`src/rtl/nn_pkg.sv`:
```
// Shared defaults and FSM state encoding for the neuron weight path.
package nn_pkg;

  localparam int unsigned DATA_W_DEF = 8;
  localparam int unsigned DEPTH_DEF  = 256;
  localparam int unsigned ADDR_W_DEF = 8;

  typedef enum logic [1:0] {
    IDLE,
    STREAM,
    FINISH
  } state_t;

endpackage

```
`src/rtl/weight_ram.sv`:
```
// Simple dual-port weight RAM: one write port, one synchronous read-first read port.
module weight_ram
  import nn_pkg::*;
#(
  parameter int unsigned DATA_W = DATA_W_DEF,
  parameter int unsigned ADDR_W = ADDR_W_DEF
) (
  input  logic              clk,
  input  logic              wr_en,
  input  logic [ADDR_W-1:0] wr_addr,
  input  logic [DATA_W-1:0] wr_data,
  input  logic              rd_en,
  input  logic [ADDR_W-1:0] rd_addr,
  output logic [DATA_W-1:0] rd_data
);

  logic [DATA_W-1:0] mem [2**ADDR_W];

  // Non-blocking read and write in one process gives old data on a same-address collision.
  always_ff @(posedge clk) begin
    if (wr_en) mem[wr_addr] <= wr_data;
    if (rd_en) rd_data <= mem[rd_addr];
  end

endmodule

```
`src/rtl/weight_stream_reader.sv`:
```
// Streams a run of weights from the weight RAM over valid/ready through a 2-entry skid.
module weight_stream_reader
  import nn_pkg::*;
#(
  parameter int unsigned DATA_W = DATA_W_DEF,
  parameter int unsigned DEPTH  = DEPTH_DEF,
  parameter int unsigned ADDR_W = ADDR_W_DEF
) (
  input  logic              clk,
  input  logic              reset,
  input  logic              wr_en,
  input  logic [ADDR_W-1:0] wr_addr,
  input  logic [DATA_W-1:0] wr_data,
  input  logic              start,
  input  logic [ADDR_W-1:0] start_addr,
  input  logic [ADDR_W:0]   num_weights,
  output logic              m_valid,
  input  logic              m_ready,
  output logic [DATA_W-1:0] m_data,
  output logic [ADDR_W-1:0] m_index,
  output logic              m_last,
  output logic              busy,
  output logic              done
);

  localparam logic [ADDR_W:0] DEPTH_N = (ADDR_W+1)'(DEPTH);
  localparam int unsigned     ENT_W   = DATA_W + ADDR_W + 1;

  state_t state, next_state;

  logic [ADDR_W:0]   n_q, issued_q, n_clamped;
  logic [ADDR_W-1:0] base_q, rd_addr, rd_idx_q;
  logic              rd_last_q, inflight_q;
  logic [DATA_W-1:0] rd_data;
  logic [1:0]        count_q, occ;
  logic [ENT_W-1:0]  sk [2];
  logic [ENT_W-1:0]  new_ent;
  logic              accept, issue, pop, push;

  assign n_clamped = (num_weights > DEPTH_N) ? DEPTH_N : num_weights;
  assign accept    = (state == IDLE) && start;
  assign m_valid   = (count_q != 2'd0);
  assign pop       = m_valid && m_ready;
  assign push      = inflight_q;
  assign new_ent   = {rd_last_q, rd_idx_q, rd_data};
  assign rd_addr   = base_q + issued_q[ADDR_W-1:0];

  // Credit counts the slot freed by this cycle's pop, so a held-high m_ready sees no bubbles.
  assign occ   = count_q + {1'b0, inflight_q} - {1'b0, pop};
  assign issue = (state == STREAM) && (issued_q < n_q) && (occ < 2'd2);

  assign {m_last, m_index, m_data} = sk[0];
  assign busy = accept || (state != IDLE);
  assign done = (state == FINISH);

  weight_ram #(.DATA_W(DATA_W), .ADDR_W(ADDR_W)) u_ram (
    .clk     (clk),
    .wr_en   (wr_en),
    .wr_addr (wr_addr),
    .wr_data (wr_data),
    .rd_en   (issue),
    .rd_addr (rd_addr),
    .rd_data (rd_data)
  );

  always_ff @(posedge clk) begin
    if (reset) state <= IDLE;
    else       state <= next_state;
  end

  always_comb begin
    next_state = state;
    case (state)
      IDLE:    if (start) next_state = (n_clamped == '0) ? FINISH : STREAM;
      STREAM:  if (pop && m_last) next_state = FINISH;
      FINISH:  next_state = IDLE;
      default: next_state = IDLE;
    endcase
  end

  always_ff @(posedge clk) begin
    if (reset) begin
      n_q        <= '0;
      issued_q   <= '0;
      base_q     <= '0;
      inflight_q <= 1'b0;
      rd_idx_q   <= '0;
      rd_last_q  <= 1'b0;
      count_q    <= '0;
      sk[0]      <= '0;
      sk[1]      <= '0;
    end else begin
      if (accept) begin
        n_q      <= n_clamped;
        base_q   <= start_addr;
        issued_q <= '0;
      end else if (issue) begin
        issued_q <= issued_q + 1'b1;
      end

      inflight_q <= issue;
      if (issue) begin
        rd_idx_q  <= issued_q[ADDR_W-1:0];
        rd_last_q <= (issued_q == n_q - 1'b1);
      end

      case ({push, pop})
        2'b10: begin
          if (count_q == 2'd0) sk[0] <= new_ent;
          else                 sk[1] <= new_ent;
          count_q <= count_q + 2'd1;
        end
        2'b01: begin
          sk[0]   <= sk[1];
          count_q <= count_q - 2'd1;
        end
        2'b11: begin
          if (count_q == 2'd1) begin
            sk[0] <= new_ent;
          end else begin
            sk[0] <= sk[1];
            sk[1] <= new_ent;
          end
        end
        default: ;
      endcase
    end
  end

endmodule

```
`config.mk`:
```
export PLATFORM = sky130hd
export DESIGN_NAME = weight_stream_reader
export DESIGN_NICKNAME = d
export VERILOG_FILES = /design/src/rtl/nn_pkg.sv /design/src/rtl/weight_ram.sv /design/src/rtl/weight_stream_reader.sv
export SDC_FILE = /design/constraint.sdc
export NUM_CORES = 2
export LEC_CHECK = 0
export ABC_AREA = 1
export BUFFER_PORTS_ARGS = -buffer_cell sky130_fd_sc_hd__buf_2
export CAP_MARGIN = 15
export CORE_MARGIN = 2
export CORE_UTILIZATION = 35
export DETAILED_ROUTE_END_ITERATION = 8
export SYNTH_ARGS = -nofsm -noshare
export SYNTH_HDL_FRONTEND = slang
export SYNTH_SLANG_ARGS = --single-unit
```
`constraint.sdc`:
```
create_clock -name clk -period 3.48 [get_ports clk]
set_input_delay 0.696 -clock clk [delete_from_list [all_inputs] [get_ports clk]]
set_output_delay 0.696 -clock clk [all_outputs]
set_load 0.02 [all_outputs]
```
# Word-level counts from Yosys, hierarchy flattened
# Memories as Yosys holds them, arrays and structs flattened. A register that Yosys moved wholly into a read port is not among the register bits.
# Cells that the tools add are included.
dict set report totals {
  input_bits 38
  n_memories 2
  output_inout_bits 20
  register_bits 40
  ramBits 2082
}
dict set report op_classes {
  n_lt_le_gt_ge 3
  mux 35
  n_addsub 7
  n_bitwise 6
  eq_ne 9
  reduce_logical 14
}
# memory depth width read_ports rd_clocked_by_memory_dff write_ports line_no
set mem_list {}
lappend mem_list {u_ram.mem 256 8 1 1 1 weight_ram.sv:17} ;# logic [DATA_W-1:0] mem [2**ADDR_W];
lappend mem_list {sk 2 17 2 0 2 weight_stream_reader.sv:36} ;# logic [ENT_W-1:0] sk [2];
# op count
set op_table {}
lappend op_table {{two-way mux 17 bit} 6}
lappend op_table {{two-way mux 1 bit} 23}
lappend op_table {{adder 9 x 1 -> 9 bit, second input constant} 1}
lappend op_table {{equality test 9 bit} 1}
lappend op_table {{> comparator 9 bit, second input constant} 1}
lappend op_table {{logical NOT 9 bit} 1}
lappend op_table {{< comparator 9 bit} 1}
lappend op_table {{two-way mux 9 bit} 1}
lappend op_table {{subtractor 9 x 1 -> 9 bit, second input constant} 1}
lappend op_table {{adder 8 bit} 1}
lappend op_table {{one-hot mux 2 bit (2 select lines)} 2}
lappend op_table {{equality test 2 x 1 -> 1 bit, second input constant} 3}
lappend op_table {{equality test 2 bit, second input constant} 3}
lappend op_table {{two-way mux 2 bit} 3}
lappend op_table {{OR 1 bit} 6}
lappend op_table {{nonzero test 2 bit} 3}
lappend op_table {{logical AND 1 bit} 5}
lappend op_table {{logical NOT 2 bit} 2}
lappend op_table {{adder 2 x 1 -> 2 bit} 1}
lappend op_table {{adder 2 x 1 -> 2 bit, second input constant} 1}
lappend op_table {{< comparator 2 bit, second input constant} 1}
lappend op_table {{!= test 2 x 1 -> 1 bit, second input constant} 1}
lappend op_table {{!= test 2 bit, second input constant} 1}
lappend op_table {{AND reduction 2 bit} 1}
lappend op_table {{other kinds (4)} 4}

# Logic depth before layout (Yosys ltp)
dict set report depth {
  ltp_word 10
  ltp_mapped 20
  depth_no_buf 16
}

# Hierarchy
# From an unflattened synthesis, not the netlist that was laid out.
dict set report unflattened {
  cells_unflattened 7535
  hier_area_um2 87749.2
}
# module cells_each area_per_inst_um2 n_inst seq_area_each_um2
set by_module_without_submodules {}
lappend by_module_without_submodules {weight_ram 7003 83476.3 1 61739.2}
lappend by_module_without_submodules {weight_stream_reader 532 4272.8 1 1821.7}

# Worst setup path after synthesis
# No wires, ideal clock.
dict set report synth_path {
  path_kind {reg-to-reg}
  from {reg issued_q[0]}
  to {reg u_ram.rd_data[4] (read register of u_ram.mem) (data pin)}
  path_slack_ns 0.840
  n_path_buf 2
  path_stages_with_launch 18
  period_less_slack_ns 2.640
  arrival_ns 2.387
  setup_time_ns 0.253
  required_time_ns 3.227
  path_cell_list {dfxtp_1 > ha_1 > inv_1 > fa_1 > inv_2 > clkbuf_1 > clkbuf_1 > nor2_1 > o21ai_0 > nand2_1 > nand2_1 > nand3_1 > nand3_1 > nand3_1 > nand3_1 > nand2_1 > nand2_1 > nand2_1}
}
dict set report synth_via {
  elab_chain_len 3
}
# element line_no
set synth_rtl {}
lappend synth_rtl {{start: declaration} weight_stream_reader.sv:31} ;# logic [ADDR_W:0] n_q, issued_q, n_clamped;
lappend synth_rtl {{start signal: assignment} weight_stream_reader.sv:98} ;# issued_q <= issued_q + 1'b1;
lappend synth_rtl {{< comparator 9 bit} weight_stream_reader.sv:50} ;# assign issue = (state == STREAM) && (issued_q < n_q) && (occ < 2'd2);
lappend synth_rtl {{logical AND 1 bit (2 in a row)} weight_stream_reader.sv:50}
lappend synth_rtl {{end: declaration} weight_ram.sv:14} ;# output logic [DATA_W-1:0] rd_data
# Several ways; a longest one is shown, not always the timed one.
# A chain may end at the register's enable or synchronous reset.

# Final worst setup path
dict set report layout_path {
  from {reg base_q[0]}
  to {reg u_ram.rd_data[7] (read register of u_ram.mem) (data pin)}
}
dict set report layout_via {
  elab_chain_len 1
}
# element line_no
set layout_rtl {}
lappend layout_rtl {{start: declaration} weight_stream_reader.sv:32} ;# logic [ADDR_W-1:0] base_q, rd_addr, rd_idx_q;
lappend layout_rtl {{start signal: assignment} weight_stream_reader.sv:95} ;# base_q <= start_addr;
lappend layout_rtl {{adder 8 bit} weight_stream_reader.sv:46} ;# assign rd_addr = base_q + issued_q[ADDR_W-1:0];
# Every way passes these cells.

==> results.cfg <==
[logic_synthesis]
ys_types = 36
synth_top_cell_by_area = edfxtp_1
yosys_warnings = 0
postSynthAreaPerCell_um2 = 10.40
synth_compound_area_share_pct = 2.751
synth_top_family_by_area = simple AND/OR/NAND/NOR gates
ys_ff_latch = 2130
seq_area_frac_synth_pct = 69.11
netlist_area_um2 = 91970
synth_xor_area_share_pct = 0.2081
postSynthCellCount = 8841
yosysTopAreaCellShare_pct = 68.24
synth_fa_ha_area_share_pct = 0.3483
synth_area_leaders = edfxtp_1 (68%), nand2_1 (12%), nand3_1 (5.2%), nor2_1 (3.8%), inv_1 (3.2%)
synthMuxAreaShare_pct = 0
synth_simple_gate_area_share_pct = 21.48
synth_nets = 8904

[clock_network]
h-tree-depth = 4
clk_pin_slew_ns = 0.07
cts_tree = yes
cts_made_buffers = 212
cts_sinks = 2130
clock_latency_ns = 0.87
holdBufCountCts = 0
clockBufferDepth = 3
clockRootBuffer = clkbuf_16

[pwr]
switching_share_pct = 30.02
leakage_uw = 0.04221
power.density_nw_per_um2 = 599.9
irDropWorstVdd_mv = 0.4173
p_int_uw = 45010
power_uw = 64310
power_switching_uw = 19300
p_seq_share_pct = 44.4
p_clk_share_pct = 34.7
power_frac_comb_pct = 20.9

[setup_path]
ff2ff_path_depth = 18
required_ns = 4.20
critPathMaxFanout = 8
cpMostUsedCell = nand2_1
r2r_setup_slack_ns = 0.05
reg2reg_from = base_q[0]
worst-setup-path-type = register to register
cp_cell_sequence = ha_4, inv_1, fa_4, buf_12, buf_12, buf_16, buf_16, buf_6, nand2_1, nand3_1, nand2_1, nand2_1, nand3_1, nand3_1, nand3_2, nand2_1, nand2_1, nand2_1
slowest_delay_ns = 0.81
slowest_stage = fa_4
end_kind = register
start_kind = register
worstReg2RegEnd = u_ram.rd_data[7]
worstPathArrival_ns = 4.15

[drt]
ant_nets = 0
avgRoutedWirePerCell_um = 20.80
vias_per_cell = 5.016
first_pass_iters = 6
postRouteWirelength_mm = 267.3
drtIter0Drc = 8021
via_count = 64470
drc_errors = 0

[sta]
hold_viol = 0
post-route-period-util_pct = 98.70
fin_setup_tns_ns = 0
slew_headroom_pct = 31.39
period_needed_ns = 3.435
grt_setup_unrepaired = true
skew_ns = 0.03076
finalSetupViolations = 0
drv_slew = 0
hold_ws_ns = 0.09679
worst_slew_pin_slew_ns = 1.027
fmaxAchievable_mhz = 291.1

[status]
status = finished clean

[grt]
grt_overflow = 0
track_usage_pct = 19.44
grt_max_degree = 105
antenna_found_initial = 8
grt_first_pass_wirelength_mm = 392.1
grt_pass1_vias = 61750

[min_path]
hp-start = start_addr[4]
hold_end = base_q[4]
hold_class = input pin to register
whs_path_depth = 2

[floorplan]
rows = 188
design.core.area_um2 = 261800
die_y_um = 516.6
start_util_pct = 35.13
dieArea_um2 = 266900
io_pins = 58
fp.dieW_um = 516.6

[placed_design]
dp_hpwl_mm = 157.2
placedCellCount = 12400
io_buffers = 57
routabilityCongestion = 0.8798

[cells_and_area]
final_cells = 12850
layout-drive-gt1-share_pct = 11.68
fin_util_pct = 40.95
layout.nets = 9208
area_growth_pct = 16.56

[flow_run]
drv_cap = 0
cell usage in the layout (no fill, tap or decap), drive strengths merged, types with 28 or more instances in the layout:
cell type,count
nand2,2931
edfxtp,2090
nand3,957
nor2,932
inv,782
buf,587
o21ai,409
clkbuf,267
clkinv,117
or2,57
dfxtp,40
o211ai,28
registers in the layout, summed over array words and instances (netlist names):
| register | flops |
|---|---|
| u_ram.mem | 2048 |
| sk | 34 |
| u_ram.rd_data | 8 |
| state | 2 |
| inflight_q | 1 |
| count_q | 2 |
| issued_q | 9 |
| base_q | 8 |
| rd_last_q | 1 |
| n_q | 9 |
| rd_idx_q | 8 |
power groups by stage:
| stage | Clock, uW | Combinational (uW) | Sequential (uW) |
|---|---|---|---|
| after floorplan | 0 | 7770 | 29000 |
| after global placement | 0 | 12100 | 29100 |
| after detailed placement | 0 | 12100 | 29100 |
| after CTS | 22700 | 12700 | 28500 |
| after global routing | 23600 | 14700 | 28500 |
| final | 22300 | 13400 | 28500 |
layout make-up:
cell class | instances | area, um2
antenna | 6 | 15.01
clock buffer | 258 | 5584
clock inverter | 141 | 1184
fill | 24650 | 154600
inverter | 776 | 2962
multi-input combinational | 5424 | 23460
sequential | 2130 | 63560
tap | 3515 | 4398
timing repair buffer | 598 | 6000
timing repair inverter | 3 | 33.78
critical path, delay by kind of cell (launching register included):
family / cells / cell delay [ns]
adders and majority gates: 2 / 0.94
buffers and inverters: 6 / 0.90
DFF: 1 / 0.35
and+or+nand+nor: 10 / 1.07
through the flow:
stage	setup slack, ns	instance area [um2]
2_1_floorplan	0.8400	91970
3_3_place_gp	-0.2772	98830
3_5_place_dp	-0.2314	98830
4_1_cts	-0.01969	106200
5_1_grt	-0.03087	107200
6_report	0.04513	107200
cells in the mapped netlist:
cell type	instances
xor2_1	12
inv_1	773
nand4_1	5
dfxtp_1	40
o211ai_1	28
o21a_1	1
buf_4	45
buf_2	194
inv_2	2
or2_1	1
ha_1	24
o21ai_0	366
o21ai_1	43
o21bai_1	1
or2_2	56
nand3b_1	3
o32ai_1	1
o22ai_1	6
a22o_1	7
nor4_1	1
nand2_1	2931
nor3_1	9
nor2_1	932
clkbuf_1	184
xor2_2	1
buf_6	46
fa_1	1
edfxtp_1	2090
and3_1	1
buf_1	40
a211oi_1	2
inv_4	1
xnor2_1	8
nand3_1	957
buf_8	2
a21oi_1	27
per-layer routing:
metal	vias up	global-route usage [%]	share of wire [%]
li1	29840	-	-
met1	31350	26.69	42
met2	2887	31.37	47
met3	388	3.319	8.7
met4	2	6.112	2.7
met5	-	0	0.0045
timing repair:
item,CTS,global route
pin swaps,3,8
setup endpoints to repair,8,8
gates cloned,8,13
gates resized for setup,59,131
setup buffers,10,15
logic make-up (layout without fill, tap and decap cells):
family	count (synthesis)	in the layout
adders and majority gates	25	25
and+or+nand+nor	4896	4896
AOI/OAI and AO/OA	482	482
buffers and inverters	1287	1776
other	0	6
DFF	2130	2130
xor gates and xnor gates	21	21
how the worst max path moves through the flow:
stage	end	slack, ns	startpoint
finish	u_ram.rd_data[7]	0.05	base_q[0]
global route	u_ram.rd_data[5]	-0.03	issued_q[0]
CTS	u_ram.rd_data[2]	-0.02	base_q[0]
detailed placement	u_ram.rd_data[2]	-0.23	issued_q[0]
global placement	u_ram.rd_data[2]	-0.28	issued_q[0]
floorplan	u_ram.rd_data[4]	0.84	issued_q[0]
(Power assumes the default switching activity.)
